### src/rtl/alu_pkg.sv
// -----------------------------------------------------------------------------
// alu_pkg
// Shared definitions for the 3-bit board ALU front end: operand/opcode widths,
// the opcode encoding, the operand-sequencer state encoding (also shown on the
// phase LEDs) and the operand bundle handed to the ALU/display stage.
// -----------------------------------------------------------------------------
package alu_pkg;

    localparam int NBITS_OPND = 3;
    localparam int NBITS_OP   = 2;

    typedef enum logic [NBITS_OP-1:0] {
        OP_ADD = 2'b00,
        OP_SUB = 2'b01,
        OP_AND = 2'b10,
        OP_OR  = 2'b11
    } alu_op_t;

    // The encoding is visible on the phase LEDs, so the values are fixed.
    typedef enum logic [1:0] {
        S_A    = 2'b00,
        S_B    = 2'b01,
        S_OP   = 2'b10,
        S_HOLD = 2'b11
    } seq_state_t;

    typedef struct packed {
        logic [NBITS_OPND-1:0] a;
        logic [NBITS_OPND-1:0] b;
        alu_op_t               op;
    } alu_bundle_t;

endpackage

### src/rtl/edge_debounce.sv
// -----------------------------------------------------------------------------
// edge_debounce
// Filters the operator's load switch and produces a one-cycle rise pulse.
// Optional feature macro: ALU_SEQ_DEBOUNCE_EN
//   defined   : load must be seen high for DEBOUNCE_CYCLES consecutive samples
//               before the filtered level goes high; the rise fires on the edge
//               that takes the DEBOUNCE_CYCLES-th high sample.
//   undefined : filtered level is load itself; rise on first high after low.
// Ports:
//   clk_2   in  system clock
//   rst_n   in  synchronous active-low reset
//   i_load  in  raw load switch level
//   o_rise  out one-cycle pulse on an accepted rising edge (combinational)
// -----------------------------------------------------------------------------
module edge_debounce #(
    parameter int DEBOUNCE_CYCLES = 4
) (
    input  logic clk_2,
    input  logic rst_n,
    input  logic i_load,
    output logic o_rise
);

    if (DEBOUNCE_CYCLES < 1) begin : g_invalid_debounce_cycles
        $error("edge_debounce: DEBOUNCE_CYCLES must be >= 1");
    end

    logic w_load_f;
    logic r_load_q;

`ifdef ALU_SEQ_DEBOUNCE_EN
    localparam int CW = $clog2(DEBOUNCE_CYCLES + 1);
    localparam logic [CW-1:0] CNT_MAX = CW'(DEBOUNCE_CYCLES);

    logic [CW-1:0] r_cnt;
    logic [CW-1:0] w_cnt_next;

    // Count including the current sample, so the filtered level goes high on
    // the same edge that takes the final required high sample.
    assign w_cnt_next = !i_load          ? '0      :
                        (r_cnt == CNT_MAX) ? CNT_MAX :
                                             r_cnt + CW'(1);
    assign w_load_f   = (w_cnt_next == CNT_MAX);

    // Resets saturated (filtered high) to agree with r_load_q resetting to 1.
    always_ff @(posedge clk_2) begin
        if (!rst_n) begin
            r_cnt <= CNT_MAX;
        end else begin
            r_cnt <= w_cnt_next;
        end
    end
`else
    assign w_load_f = i_load;
`endif

    // r_load_q resets high: a switch held through reset produces no edge
    // until it is released and raised again.
    // NOTE: sequential state uses non-blocking (<=) so every register samples
    // pre-edge values regardless of block ordering.
    always_ff @(posedge clk_2) begin
        if (!rst_n) begin
            r_load_q <= 1'b1;
        end else begin
            r_load_q <= w_load_f;
        end
    end

    assign o_rise = w_load_f & ~r_load_q;

endmodule

### src/rtl/alu_operand_sequencer.sv
// -----------------------------------------------------------------------------
// alu_operand_sequencer
// Collects A, B and the opcode from the shared switches (one load-switch
// confirmation each) and offers them as one stable bundle with valid/ready.
// Optional feature macro: ALU_SEQ_DEBOUNCE_EN (load switch debounce, see
// edge_debounce).
// Ports:
//   clk_2      in  system clock (divided board clock)
//   rst_n      in  synchronous active-low reset
//   din        in  switch value for the field currently expected
//   load       in  confirm switch; acts on its (filtered) rising edge
//   cancel     in  synchronous abort, clears everything back to S_A
//   out_ready  in  consumer accepts the bundle (ignored while out_valid=0)
//   a, b, op   out registered bundle fields, frozen while out_valid=1
//   out_valid  out bundle complete and stable
//   phase      out state encoding for the LEDs
// Priority: reset > cancel > handshake > load rise.
// -----------------------------------------------------------------------------
module alu_operand_sequencer
    import alu_pkg::*;
#(
    parameter int DEBOUNCE_CYCLES = 4
) (
    input  logic                  clk_2,
    input  logic                  rst_n,
    input  logic [NBITS_OPND-1:0] din,
    input  logic                  load,
    input  logic                  cancel,
    input  logic                  out_ready,
    output logic [NBITS_OPND-1:0] a,
    output logic [NBITS_OPND-1:0] b,
    output logic [NBITS_OP-1:0]   op,
    output logic                  out_valid,
    output logic [1:0]            phase
);

    logic        w_rise;
    seq_state_t  r_state,  w_state_nxt;
    alu_bundle_t r_bundle, w_bundle_nxt;
    logic        r_valid,  w_valid_nxt;

    edge_debounce #(
        .DEBOUNCE_CYCLES (DEBOUNCE_CYCLES)
    ) u_edge_debounce (
        .clk_2  (clk_2),
        .rst_n  (rst_n),
        .i_load (load),
        .o_rise (w_rise)
    );

    always_ff @(posedge clk_2) begin
        if (!rst_n) begin
            r_state  <= S_A;
            r_bundle <= '0;
            r_valid  <= 1'b0;
        end else begin
            r_state  <= w_state_nxt;
            r_bundle <= w_bundle_nxt;
            r_valid  <= w_valid_nxt;
        end
    end

    // NOTE: every always_comb output gets a default first so no path leaves it
    // unassigned, which would otherwise infer a latch.
    always_comb begin
        w_state_nxt  = r_state;
        w_bundle_nxt = r_bundle;
        w_valid_nxt  = r_valid;

        if (cancel) begin
            // Abort wins over everything, including a coincident rise.
            w_state_nxt  = S_A;
            w_bundle_nxt = '0;
            w_valid_nxt  = 1'b0;
        end else begin
            unique case (r_state)
                S_A: if (w_rise) begin
                    w_bundle_nxt.a = din;
                    w_state_nxt    = S_B;
                end
                S_B: if (w_rise) begin
                    w_bundle_nxt.b = din;
                    w_state_nxt    = S_OP;
                end
                S_OP: if (w_rise) begin
                    w_bundle_nxt.op = alu_op_t'(din[NBITS_OP-1:0]);
                    w_valid_nxt     = 1'b1;
                    w_state_nxt     = S_HOLD;
                end
                // Rises are ignored here, including one that coincides with
                // the handshake: it must not pre-load A.
                S_HOLD: if (r_valid && out_ready) begin
                    w_valid_nxt = 1'b0;
                    w_state_nxt = S_A;
                end
                default: begin
                    w_state_nxt  = S_A;
                    w_bundle_nxt = '0;
                    w_valid_nxt  = 1'b0;
                end
            endcase
        end
    end

    assign a         = r_bundle.a;
    assign b         = r_bundle.b;
    assign op        = r_bundle.op;
    assign out_valid = r_valid;
    assign phase     = r_state;

endmodule
### config.mk
export PLATFORM = sky130hd
export DESIGN_NAME = alu_operand_sequencer
export DESIGN_NICKNAME = d
export VERILOG_FILES = /design/src/rtl/alu_pkg.sv /design/src/rtl/edge_debounce.sv /design/src/rtl/alu_operand_sequencer.sv
export SDC_FILE = /design/constraint.sdc
export NUM_CORES = 1
export LEC_CHECK = 0
export BUFFER_PORTS_ARGS = -buffer_cell sky130_fd_sc_hd__buf_2
export CORE_AREA = 2 2 39 41
export DETAILED_ROUTE_END_ITERATION = 8
export DIE_AREA = 0 0 41 43
export PLACE_DENSITY = 0.68
export SLEW_MARGIN = 5
export SYNTH_ARGS = -nofsm -noshare
export SYNTH_HDL_FRONTEND = slang
export SYNTH_SLANG_ARGS = --single-unit
### constraint.sdc
create_clock -name clk_2 -period 2.2 [get_ports clk_2]
set_input_delay 0.22 -clock clk_2 [delete_from_list [all_inputs] [get_ports clk_2]]
set_output_delay 0.22 -clock clk_2 [all_outputs]
set_load 0.01 [all_outputs]
# == After elaboration in Yosys (flattened, before gate mapping) ==
# Cells that the tools add are included.
# word_totals
regBits,12
inputBits,8
out_inout_bits,11
word_cells,33
# classes
n_eq_ne,7
n_mux,8
n_bitwise,3
n_reduce_logical,9
# ops
op,count
2-bit 2-to-1 mux,4
2-bit case mux with 4 select lines,1
"2-bit by 1-bit inequality test with 1-bit output, second input constant",3
2-bit AND reduction,3
"2-bit equality test, second input constant",2
4-bit AND reduction,1
3-bit AND reduction,1
"2-bit by 1-bit equality test with 1-bit output, second input constant",1
2-bit zero test,1
1-bit 2-to-1 mux,2
"2-bit inequality test, second input constant",1
1-bit inverter,2
1-bit case mux with 2 select lines,1
2-bit nonzero test,1
2-bit OR reduction,1
1-bit bitwise AND,1
1-bit logical AND,1

# == Depth between registers and ports, before layout ==
# Gate-level depths: netlist of the first run.
# logic_depth
ltp_word,4
mapped_depth,6

# == Modules after synthesis ==
# A second synthesis of the first run with hierarchy kept.
# unflattened
hier_cells,65
hier_area_um2,555.5
# modules_own_cells
mod,instances,cells_per_inst,area_each_um2,seq_area_each_um2
alu_operand_sequencer,1,62,515.5,220.2
edge_debounce,1,3,40.0,20.0

# == Worst setup path after synthesis of the first run ==
# No wires, ideal clock.
# synth_path
kind,register to register
from,reg r_state[0] (netlist: phase[0])
to,reg r_state[1] (netlist: phase[1])
setup_time_ns,0.128
t_arrival_ns,1.426
required_ns,2.072
setup_slack_ns,0.646
stages_incl_launch_ff,7
n_path_buf,0
synth_period_minus_slack_ns,1.554
path_cell_list,dfxtp_1 -> inv_1 -> ha_1 -> nor3_2 -> a2bb2oi_2 -> mux2i_1 -> nor2_1
# synth_between
elab_chain_cells,3
elab_cells_between_ends,10
classes_between,eq/ne: 7; mux: 1; reduce/logical: 2
# synth_rtl
element,line,source
start: declaration,alu_operand_sequencer.sv:38,"seq_state_t r_state, w_state_nxt;"
start signal: assignment,alu_operand_sequencer.sv:57,r_state <= w_state_nxt;
"2-bit by 1-bit equality test with 1-bit output, or another cell as far along",alu_operand_sequencer.sv:76,unique case (r_state)
2-bit by 1-bit inequality test with 1-bit output (no line) or 2-bit inequality test (tied branches),--,
4-bit AND reduction (no line),--,
# Several ways; a longest one is shown, not always the timed one.
# A chain may end at the register's enable or synchronous reset.

# == Final worst setup path of the first run ==
# Ends and elaborated chain as after synthesis.

==> results of run 1 <==
-- state kept, by name (all words and copies together) (netlist names) --
| name | flops |
|---|---|
| b | 3 |
| op | 2 |
| u_edge_debounce.r_load_q | 1 |
| out_valid | 1 |
| a | 3 |
| phase | 2 |
-- kinds of logic (layout without fill, tap and decap cells) --
logic type	after synthesis	after routing
AND/OR/NAND/NOR	28	28
adder cells (fa/ha/maj)	5	5
AO/OA/AOI/OAI	13	13
flip-flops	12	12
multiplexers	1	1
buffers and inverters	5	25
-- worst reg2reg max path, stage by stage (launching register included) --
cell and delay [ns]:
dfxtp_1 0.39, inv_1 0.10, ha_1 0.29, nor3_2 0.23
a2bb2oi_2 0.23, mux2i_1 0.20, nor2_1 0.05
-- area by class of cell --
class                      instances  area [sq um]
multi-input combinational         47           290
tap                               16          20.0
timing repair buffer              18          90.1
clock buffer                       4          36.3
sequential                        12           240
inverter                           3          11.3
fill                             140           696
-- worst max path at each step --
stage,startpoint,end,cells past startpoint
5_1_grt,phase[0],phase[1],6
3_3_place_gp,phase[0],phase[1],6
4_1_cts,phase[0],phase[1],6
6_report,phase[0],phase[1],6
2_1_floorplan,phase[0],phase[1],6
3_5_place_dp,phase[0],phase[1],6
-- cell usage after synthesis --
library cell	instances
buf_2	1
nand2_1	12
and2b_2	1
o21ai_0	1
a211oi_2	1
a2bb2oi_2	1
mux2i_1	1
dfxtp_1	12
a21oi_1	9
inv_1	3
nor2_1	4
clkbuf_1	1
nand2b_1	2
nand3_1	8
a2bb2oi_1	1
ha_1	5
nor3_2	1
-- metrics by stage --
| step | cell area (sq um) | std cells | utilization |
|---|---|---|---|
| 3_5_place_dp | 652 | 96 | 0.471 |
| 6_report | 688 | 100 | 0.497 |
| 3_3_place_gp | 652 | 96 | 0.471 |
| 2_1_floorplan | 551 | 64 | - |
| 5_1_grt | 688 | 100 | 0.497 |
| 4_1_cts | 688 | 100 | 0.497 |
-- power breakdown --
part | switching, mW | internal [mW]
sequential | 0.00141 | 0.220
clock | 0.0748 | 0.101
combinational | 0.0187 | 0.0138
total | 0.0949 | 0.334
-- metal layers --
metal / up-vias / wire, microns / global-route usage
met3: 5 / 85 / 0.0524
met4: 0 / 40 / 0.120
li1: 255 / - / -
met5: - / 0 / 0
met1: 213 / 497 / 0.186
met2: 18 / 418 / 0.188
==> out/results.ini, run 1 <==
[synthesis]
synthCells = 64
yosys_warnings = 0
synth_mux_area_frac = 0.0182
netlist_area_sq_um = 551
synth_top_family_by_area = simple AND/OR/NAND/NOR gates
synth.distinct_cells = 17
avgSynthCellArea_sq_um = 8.60
synth_compound_area_frac = 0.157
synth_xor_area_frac = 0
post_synth_fa_ha_maj_area_fraction = 0.114
netlist_top_cells_area = dfxtp_1 44%, ha_1 11%, a21oi_1 8.2%, nand2_1 8.2%, nand3_1 7.3%
synthSimpleGateAreaFrac = 0.239
synth_top_area_cell = dfxtp_1
yosysTopAreaCellShare = 0.436
synth_seq_area_share = 0.436
ys_seq_elements = 12
syn-num-nets = 77

[floorplanning]
rows = 14
chipWidth_microns = 41
core_area_sq_mm = 0.00138
die_h_microns = 43
ios = 19
die_area_sq_mm = 0.00176
start_util = 0.398

[timing]
whs_ns = 0.113
finalSetupViolCount = 0
clock_skew_ns = 0.00547
max_freq_mhz = 623
fin_crit_sh = 0.730
finalSetupTns_ns = 0
drv_slew = 0
rsz0062_at_grt = false
finalHoldViolations = 0
worst_pin_slew_ns = 0.446
min_period_ns = 1.61
fin_ws_ns = 0.594
slew_headroom = 0.703

[cells_and_area]
drive_above_1_share = 0.310
final_common_cell = buf_2
diodes = 0
finalNetCount = 98
syn_to_final_growth_pct = 25.0
final_cell_mix = 18 x buf_2, 12 x nand2_1, 12 x dfxtp_1

[detailed_routing]
vias = 491
dr.pass1.iters = 2
drt_wl_total_microns = 1040
via_per_inst = 4.91
antenna_left = 0
drcViolationCount = 0
wl_per_cell_microns = 10.4
drtIter0Drc = 3

[clock_tree]
cts_setup_buffers = 0
cts_hold_buf = 0
clk_pin_slew_ns = 0.08
clock_latency_ns = 0.28
cts.htree.levels = 1
cts_tree = done
numCtsBuffers = 3
cts_buffer_depth = 2
cts_root_buffer = clkbuf_4
clock_sinks = 12
post_cts_resized = 0

[critical_path]
rrSetupSlack_ns = 0.59
critPathMaxStageDelay_ns = 0.39
r2r_start = phase[0]
cp_max_fo = 7
critPathArrivalTime_ns = 1.76
endpoint_kind = flop
slowest_stage = dfxtp_1
r2r-end = phase[1]
cp_num_buf_inv = 1
worstPathRequired_ns = 2.35
crit_chain = inv_1, ha_1, nor3_2, a2bb2oi_2, mux2i_1, nor2_1
start_kind = flop
crit_family = flip-flops
critical_path_class = reg -> reg
r2r_cells = 6

[grt]
grt_antenna_before_repair = 0
grt_max_degree = 15
grt_pass1_vias = 411
grt_pass1_wl_microns = 1680
grt_overflow_total = 0
grt_usage = 0.146

[min_path]
worstHoldEndpoint = u_edge_debounce.r_load_q
hold_start = rst_n
hold_class = in -> reg
holdPathStages = 2

[placement]
gp_congestion = 0.743
dp_slack_ns = 0.600
io_buffers = 18
hpwl_microns = 794

[run]
maxCapViolCount = 0

[power]
powerDensity_mw_per_mm2 = 623
p_total_mw = 0.429
p_leak_nw = 0.298
ir_drop_mv = 0.379

[outcome]
outcome = finished, final reports clean

No activity file was read; power rests on OpenSTA's default activity.
==> inputs of run 2 (changes only) <==
--- a/config.mk
+++ b/config.mk
@@ -5,11 +5,12 @@
 export SDC_FILE = /design/constraint.sdc
 export NUM_CORES = 1
 export LEC_CHECK = 0
+export ABC_AREA = 1
 export BUFFER_PORTS_ARGS = -buffer_cell sky130_fd_sc_hd__buf_2
 export CORE_AREA = 2 2 39 41
 export DETAILED_ROUTE_END_ITERATION = 8
 export DIE_AREA = 0 0 41 43
-export PLACE_DENSITY = 0.68
+export PLACE_DENSITY = 0.71
 export SLEW_MARGIN = 5
 export SYNTH_ARGS = -nofsm -noshare
 export SYNTH_HDL_FRONTEND = slang
==> constraint.sdc (replaced) <==
create_clock -name clk_2 -period 1.5 [get_ports clk_2]
set_input_delay 0.15 -clock clk_2 [delete_from_list [all_inputs] [get_ports clk_2]]
set_output_delay 0.15 -clock clk_2 [all_outputs]
set_load 0.01 [all_outputs]
==> out/results.ini, run 2 <==
[outcome]
outcome = finished, final reports clean

[power]
p_seq_frac = 0.492  ; -0.023
sw_frac_of_total = 0.244  ; +0.0232
ir_drop_mv = 0.449  ; +19%
p_sw_mw = 0.163  ; +72%
powerDensity_mw_per_mm2 = 903  ; +45%
p_int_mw = 0.505  ; +51%
p_leak_nw = 0.369  ; +24%
p_comb_frac = 0.131  ; +0.055
pwr-share-clk = 0.378  ; -0.031

[synthesis]
synth_compound_area_frac = 0.0758  ; -0.0810
synth-edff-count = 0  ; unchanged
netlist_top_cells_area = dfxtp_1 40%, nand2_1 11%, ha_1 11%, inv_1 8.2%, a21oi_1 5.9%
ys_seq_elements = 12  ; unchanged
yosysTopAreaCellShare = 0.404  ; -0.0322
synth_flop_cell = dfxtp_1
async_flop_share = 0  ; unchanged
yosys_warnings = 0  ; unchanged
synthCells = 81  ; +27%
netlist_area_sq_um = 594  ; +8.0%
synth.distinct_cells = 15  ; -2
synth_xor_area_frac = 0  ; unchanged
synthSimpleGateAreaFrac = 0.326  ; +0.0877
synth_top_family_by_area = simple AND/OR/NAND/NOR gates
avgSynthCellArea_sq_um = 7.34  ; -15%
synth_mux_area_frac = 0  ; -0.0182
synth_common_cells = 18 x nand2_1, 13 x inv_1, 12 x dfxtp_1
synth_seq_area_share = 0.404  ; -0.0322
yosysMostFrequentCell = nand2_1
syn-num-nets = 94  ; +22%
synth_top_area_cell = dfxtp_1
post_synth_fa_ha_maj_area_fraction = 0.105  ; -0.00837

[floorplanning]
ios = 19  ; unchanged
die_h_microns = 43  ; unchanged
core_area_sq_mm = 0.00138  ; unchanged
die_area_sq_mm = 0.00176  ; unchanged
chipWidth_microns = 41  ; unchanged
start_util = 0.429  ; +0.0316
rows = 14  ; unchanged

[cells_and_area]
fill_cells = 148  ; +5.7%
drive_above_1_share = 0.291  ; -0.0183
final_area_sq_um = 741  ; +7.6%
diodes = 0  ; unchanged
instances_no_fill = 119  ; +19%
finalNetCount = 117  ; +19%
syn_to_final_growth_pct = 24.6
final_cell_mix = 18 x nand2_1, 18 x buf_2, 13 x inv_1

[timing]
rsz0062_at_grt = false
finalHoldViolations = 0  ; unchanged
finalSetupTns_ns = 0  ; unchanged
worst_pin_slew_ns = 0.194  ; -0.251 ns
fin_crit_sh = 0.862  ; +0.132
drv_slew = 0  ; unchanged
clock_skew_ns = 0.00108  ; -0.00439 ns
finalSetupViolCount = 0  ; unchanged
min_period_ns = 1.29  ; -0.313 ns
max_freq_mhz = 774  ; +24%
slew_headroom = 0.870  ; +0.167

[placement]
placed_area_sq_um = 704  ; +8.1%
gp_congestion = 0.795  ; +7.1%
hpwl_microns = 904  ; +14%
placed_cells = 115  ; +20%
io_buffers = 18  ; unchanged

[critical_path]
rrSetupSlack_ns = 0.21  ; -0.39 ns
r2r-end = op[1]
worstPathRequired_ns = 1.66  ; -0.69 ns
cp_max_fo = 4  ; -3
critPathArrivalTime_ns = 1.46  ; -0.30 ns
crit_path_start = phase[0]
endpoint_kind = flop
r2r_start = phase[0]
critical_path_class = reg -> reg
crit_end = op[1]
start_kind = flop
r2r_cells = 7  ; +1

[detailed_routing]
drcViolationCount = 0  ; unchanged
vias = 566  ; +15%
via_per_inst = 4.76  ; -3.1%
antenna_left = 0  ; unchanged
drt_wl_total_microns = 1140  ; +9.2%
wl_per_cell_microns = 9.55  ; -8.2%
drtIter0Drc = 8  ; +5
dr.pass1.iters = 4  ; +2

[clock_tree]
post_cts_resized = 0  ; unchanged
cts_setup_buffers = 0  ; unchanged
clock_sinks = 12  ; unchanged
cts_tree = done
clock_latency_ns = 0.27  ; about the same
cts.htree.levels = 1  ; unchanged
clk_pin_slew_ns = 0.07  ; about the same
cts_buffer_depth = 2  ; unchanged
cts_root_buffer = clkbuf_4
cts_hold_buf = 0  ; unchanged
numCtsBuffers = 3  ; unchanged

[grt]
grt_usage = 0.162  ; +0.0161
grt_overflow_total = 0  ; unchanged
grt_antenna_before_repair = 0  ; unchanged
grt_pass1_wl_microns = 1940  ; +16%
grt_max_degree = 9  ; -6
grt_pass1_vias = 518  ; +26%

[run]
maxCapViolCount = 0  ; unchanged

[min_path]
hold_class = in -> reg

==> run 2: worst min-delay path by stage <==
stage,from,end,slack [ns],cells past startpoint
floorplan,load,u_edge_debounce.r_load_q,0.26,1
global placement,load,u_edge_debounce.r_load_q,0.39,2
detailed placement,load,u_edge_debounce.r_load_q,0.39,2
CTS,load,u_edge_debounce.r_load_q,0.11,2
global route,load,u_edge_debounce.r_load_q,0.11,2
finish,load,u_edge_debounce.r_load_q,0.11,2
==> run 2: per-layer routing <==
metal  GRT usage  wire (microns)
met1       0.218             522
met2       0.231             503
met3      0.0471              88
met4      0.0733              23
met5           0               0
==> run 2: stage by stage <==
stage / utilization / hold WS (ns) / power [mW] / setup WS [ns]
after global placement: 0.509 / 0.390 / 0.421 / 0.244
after CTS: 0.535 / 0.110 / 0.675 / 0.193
after detailed placement: 0.509 / 0.392 / 0.423 / 0.202
final: 0.535 / 0.113 / 0.669 / 0.208
after floorplan: - / 0.257 / 0.395 / 0.292
after global routing: 0.535 / 0.107 / 0.714 / 0.0668
==> run 2: cells by family after synthesis <==
group / Yosys count
AO/OA/AOI/OAI: 9
buffers and inverters: 14
adder cells (fa/ha/maj): 5
flip-flops: 12
AND/OR/NAND/NOR: 41
==> run 2: cell type report <==
type	instances	area, sq um	area share
Inverter	14	52.6	0.0709
Multi-Input combinational cell	55	302	0.407
Timing Repair Buffer	18	90.1	0.122
Clock buffer	4	36.3	0.0490
Tap cell	16	20.0	0.0270
Sequential cell	12	240	0.324
==> run 2: power by group through the flow <==
stage | Clock [mW] | Sequential, mW | Combinational (mW)
detailed placement | 0 | 0.336 | 0.0868
global placement | 0 | 0.336 | 0.0847
finish | 0.252 | 0.329 | 0.0875
global route | 0.284 | 0.330 | 0.101
CTS | 0.259 | 0.329 | 0.0875
floorplan | 0 | 0.338 | 0.0572
==> run 2: worst max-delay path, cell delays in order, from the launching register on <==
cell	delay [ns]
dfxtp_1	0.34
inv_1	0.14
ha_1	0.24
inv_1	0.09
nor2_2	0.17
inv_1	0.07
nor2_1	0.09
nor2_1	0.05
==> inputs of run 3 (changes only) <==
--- a/config.mk
+++ b/config.mk
@@ -10,8 +10,9 @@
 export CORE_AREA = 2 2 39 41
 export DETAILED_ROUTE_END_ITERATION = 8
 export DIE_AREA = 0 0 41 43
-export PLACE_DENSITY = 0.71
+export PLACE_DENSITY = 0.69
 export SLEW_MARGIN = 5
 export SYNTH_ARGS = -nofsm -noshare
 export SYNTH_HDL_FRONTEND = slang
+export SYNTH_HIERARCHICAL = 1
 export SYNTH_SLANG_ARGS = --single-unit
==> out/results.ini, run 3 <==
[outcome]
outcome = finished, final reports clean

[floorplanning]
chipWidth_microns = 41  ; unchanged
ios = 19  ; unchanged
rows = 14  ; unchanged
die_area_sq_mm = 0.00176  ; unchanged
core_area_sq_mm = 0.00138  ; unchanged
die_h_microns = 43  ; unchanged
start_util = 0.405  ; -0.0244

[timing]
clock_skew_ns = 0.00593  ; +0.00484 ns
slew_headroom = 0.844  ; -0.0265
finalHoldViolations = 0  ; unchanged
worst_pin_slew_ns = 0.234  ; +0.0397 ns
rsz0062_at_grt = false
finalSetupViolCount = 0  ; unchanged
finalSetupTns_ns = 0  ; unchanged
whs_ns = 0.0449  ; -0.0679 ns
drv_slew = 0  ; unchanged
max_freq_mhz = 809  ; +4.5%
min_period_ns = 1.24  ; -0.0556 ns
fin_crit_sh = 0.824  ; -0.0370

[cells_and_area]
syn_to_final_growth_pct = 26.6
fill_cells = 149  ; +0.68%
utilization = 0.513  ; -0.0226
finalNetCount = 114  ; -2.6%
drive_above_1_share = 0.277  ; -0.0140
final_cell_mix = 23 x nor2_1, 18 x buf_2, 13 x nand2_1
final_common_cell = nor2_1
diodes = 0  ; unchanged

[synthesis]
synth_seq_area_share = 0.429  ; +0.0244
yosysMostFrequentCell = nor2_1
synth_flop_cell = dfxtp_1
async_flop_share = 0  ; unchanged
netlist_area_sq_um = 561  ; -5.7%
avgSynthCellArea_sq_um = 7.10  ; -3.3%
netlist_top_cells_area = dfxtp_1 43%, nor2_1 15%, ha_1 8.9%, nand2_1 8.7%, o21ai_0 7.1%
synth_common_cells = 23 x nor2_1, 13 x nand2_1, 12 x dfxtp_1
yosysTopAreaCellShare = 0.429  ; +0.0244
synth_top_area_cell = dfxtp_1
synthCells = 79  ; -2.5%
synth.distinct_cells = 13  ; -2
synth-edff-count = 0  ; unchanged
syn-num-nets = 91  ; -3.2%
yosys_warnings = 6  ; +6
ys_seq_elements = 12  ; unchanged

[grt]
grt_pass1_wl_microns = 1790  ; -7.8%
grt_usage = 0.156  ; -0.00589
grt_overflow_total = 0  ; unchanged
grt_max_degree = 12  ; +3
grt_pass1_vias = 458  ; -12%
grt_antenna_before_repair = 0  ; unchanged

[power]
p_sw_mw = 0.162  ; -1.1%
powerDensity_mw_per_mm2 = 944  ; +4.6%
ir_drop_mv = 0.442  ; -1.6%
sw_frac_of_total = 0.241  ; -0.00328
p_seq_frac = 0.494  ; +0.002
p_comb_frac = 0.127  ; -0.004
p_leak_nw = 0.372  ; +0.89%
p_int_mw = 0.508  ; +0.65%
pwr-share-clk = 0.379  ; about the same

[detailed_routing]
dr.pass1.iters = 3  ; -1
wl_per_cell_microns = 9.28  ; -2.9%
antenna_left = 0  ; unchanged
drtIter0Drc = 6  ; -2
vias = 537  ; -5.1%
drcViolationCount = 0  ; unchanged
drt_wl_total_microns = 1090  ; -4.5%
via_per_inst = 4.59  ; -3.5%

[clock_tree]
clock_latency_ns = 0.27  ; about the same
cts_setup_buffers = 0  ; unchanged
cts_buffer_depth = 2  ; unchanged
numCtsBuffers = 3  ; unchanged
cts.htree.levels = 1  ; unchanged
cts_hold_buf = 0  ; unchanged
cts_root_buffer = clkbuf_4
cts_tree = done
post_cts_resized = 0  ; unchanged
clk_pin_slew_ns = 0.08  ; about the same
clock_sinks = 12  ; unchanged

[placement]
gp_congestion = 0.839  ; +5.5%
io_buffers = 18  ; unchanged
hpwl_microns = 875  ; -3.2%

[run]
maxCapViolCount = 0  ; unchanged

[critical_path]
endpoint_kind = flop
critical_path_class = reg -> reg
worstPathRequired_ns = 1.67  ; about the same
cp_max_fo = 5  ; +1
critPathArrivalTime_ns = 1.40  ; -0.06 ns
start_kind = flop

[min_path]
hold_class = in -> reg

-- run 3: power by group through the flow --
stage / clock (mW) / combinational, mW / sequential, mW
final: 0.254 / 0.0851 / 0.331
after global routing: 0.287 / 0.0966 / 0.332
after CTS: 0.261 / 0.0861 / 0.331
after detailed placement: 0 / 0.0855 / 0.338
after global placement: 0 / 0.0827 / 0.338
after floorplan: 0 / 0.0542 / 0.341
-- run 3: cell type report --
cell class | instances | area (sq um) | area share
Multi-Input combinational cell | 56 | 278 | 0.392
Sequential cell | 12 | 240 | 0.339
Timing Repair Buffer | 19 | 97.6 | 0.138
Inverter | 10 | 37.5 | 0.0529
Tap cell | 16 | 20.0 | 0.0282
Clock buffer | 4 | 36.3 | 0.0511
-- run 3: worst paths after layout --
path              cells after the start                       end  startpoint  slack [ns]
hold / removal                        2  u_edge_debounce/r_load_q       rst_n        0.04
hold reg to reg                       2                      b[2]        b[2]        0.48
setup reg to reg                      8                  phase[1]    phase[0]        0.26
setup / recovery                      8                  phase[1]    phase[0]        0.26
-- run 3: kinds of logic after synthesis --
| kind of cell | after synthesis | synth area share |
|---|---|---|
| buffers and inverters | 11 | 0.0759 |
| DFF | 12 | 0.429 |
| adders and majority gates | 4 | 0.0893 |
| AOI/OAI and AO/OA | 10 | 0.103 |
| and+or+nand+nor | 42 | 0.304 |
-- run 3: through the flow --
stage / std cells / setup WS (ns) / area (sq um) / total power, mW
finish: 117 / 0.263 / 709 / 0.670
global route: 117 / 0.134 / 709 / 0.716
floorplan: 79 / 0.310 / 561 / 0.395
detailed placement: 113 / 0.274 / 673 / 0.424
global placement: 113 / 0.340 / 673 / 0.421
CTS: 117 / 0.267 / 709 / 0.678
-- run 3: metal layers --
metal / track usage / vias to the layer above / part of all wire
met2: 0.234 / 13 / 0.50
met1: 0.173 / 234 / 0.43
li1: - / 286 / -
met3: 0.0628 / 4 / 0.042
met4: 0.100 / 0 / 0.029
met5: 0 / - / 0
-- run 3: worst max-delay path, cell delays in order, from the launching register on --
cell and delay, ns:
dfxtp_1 0.40, inv_1 0.09, ha_1 0.24, nor2_1 0.14, nand2_1 0.06, nand2_1 0.05
nand3_1 0.06, nand2_1 0.06, nor2_1 0.04
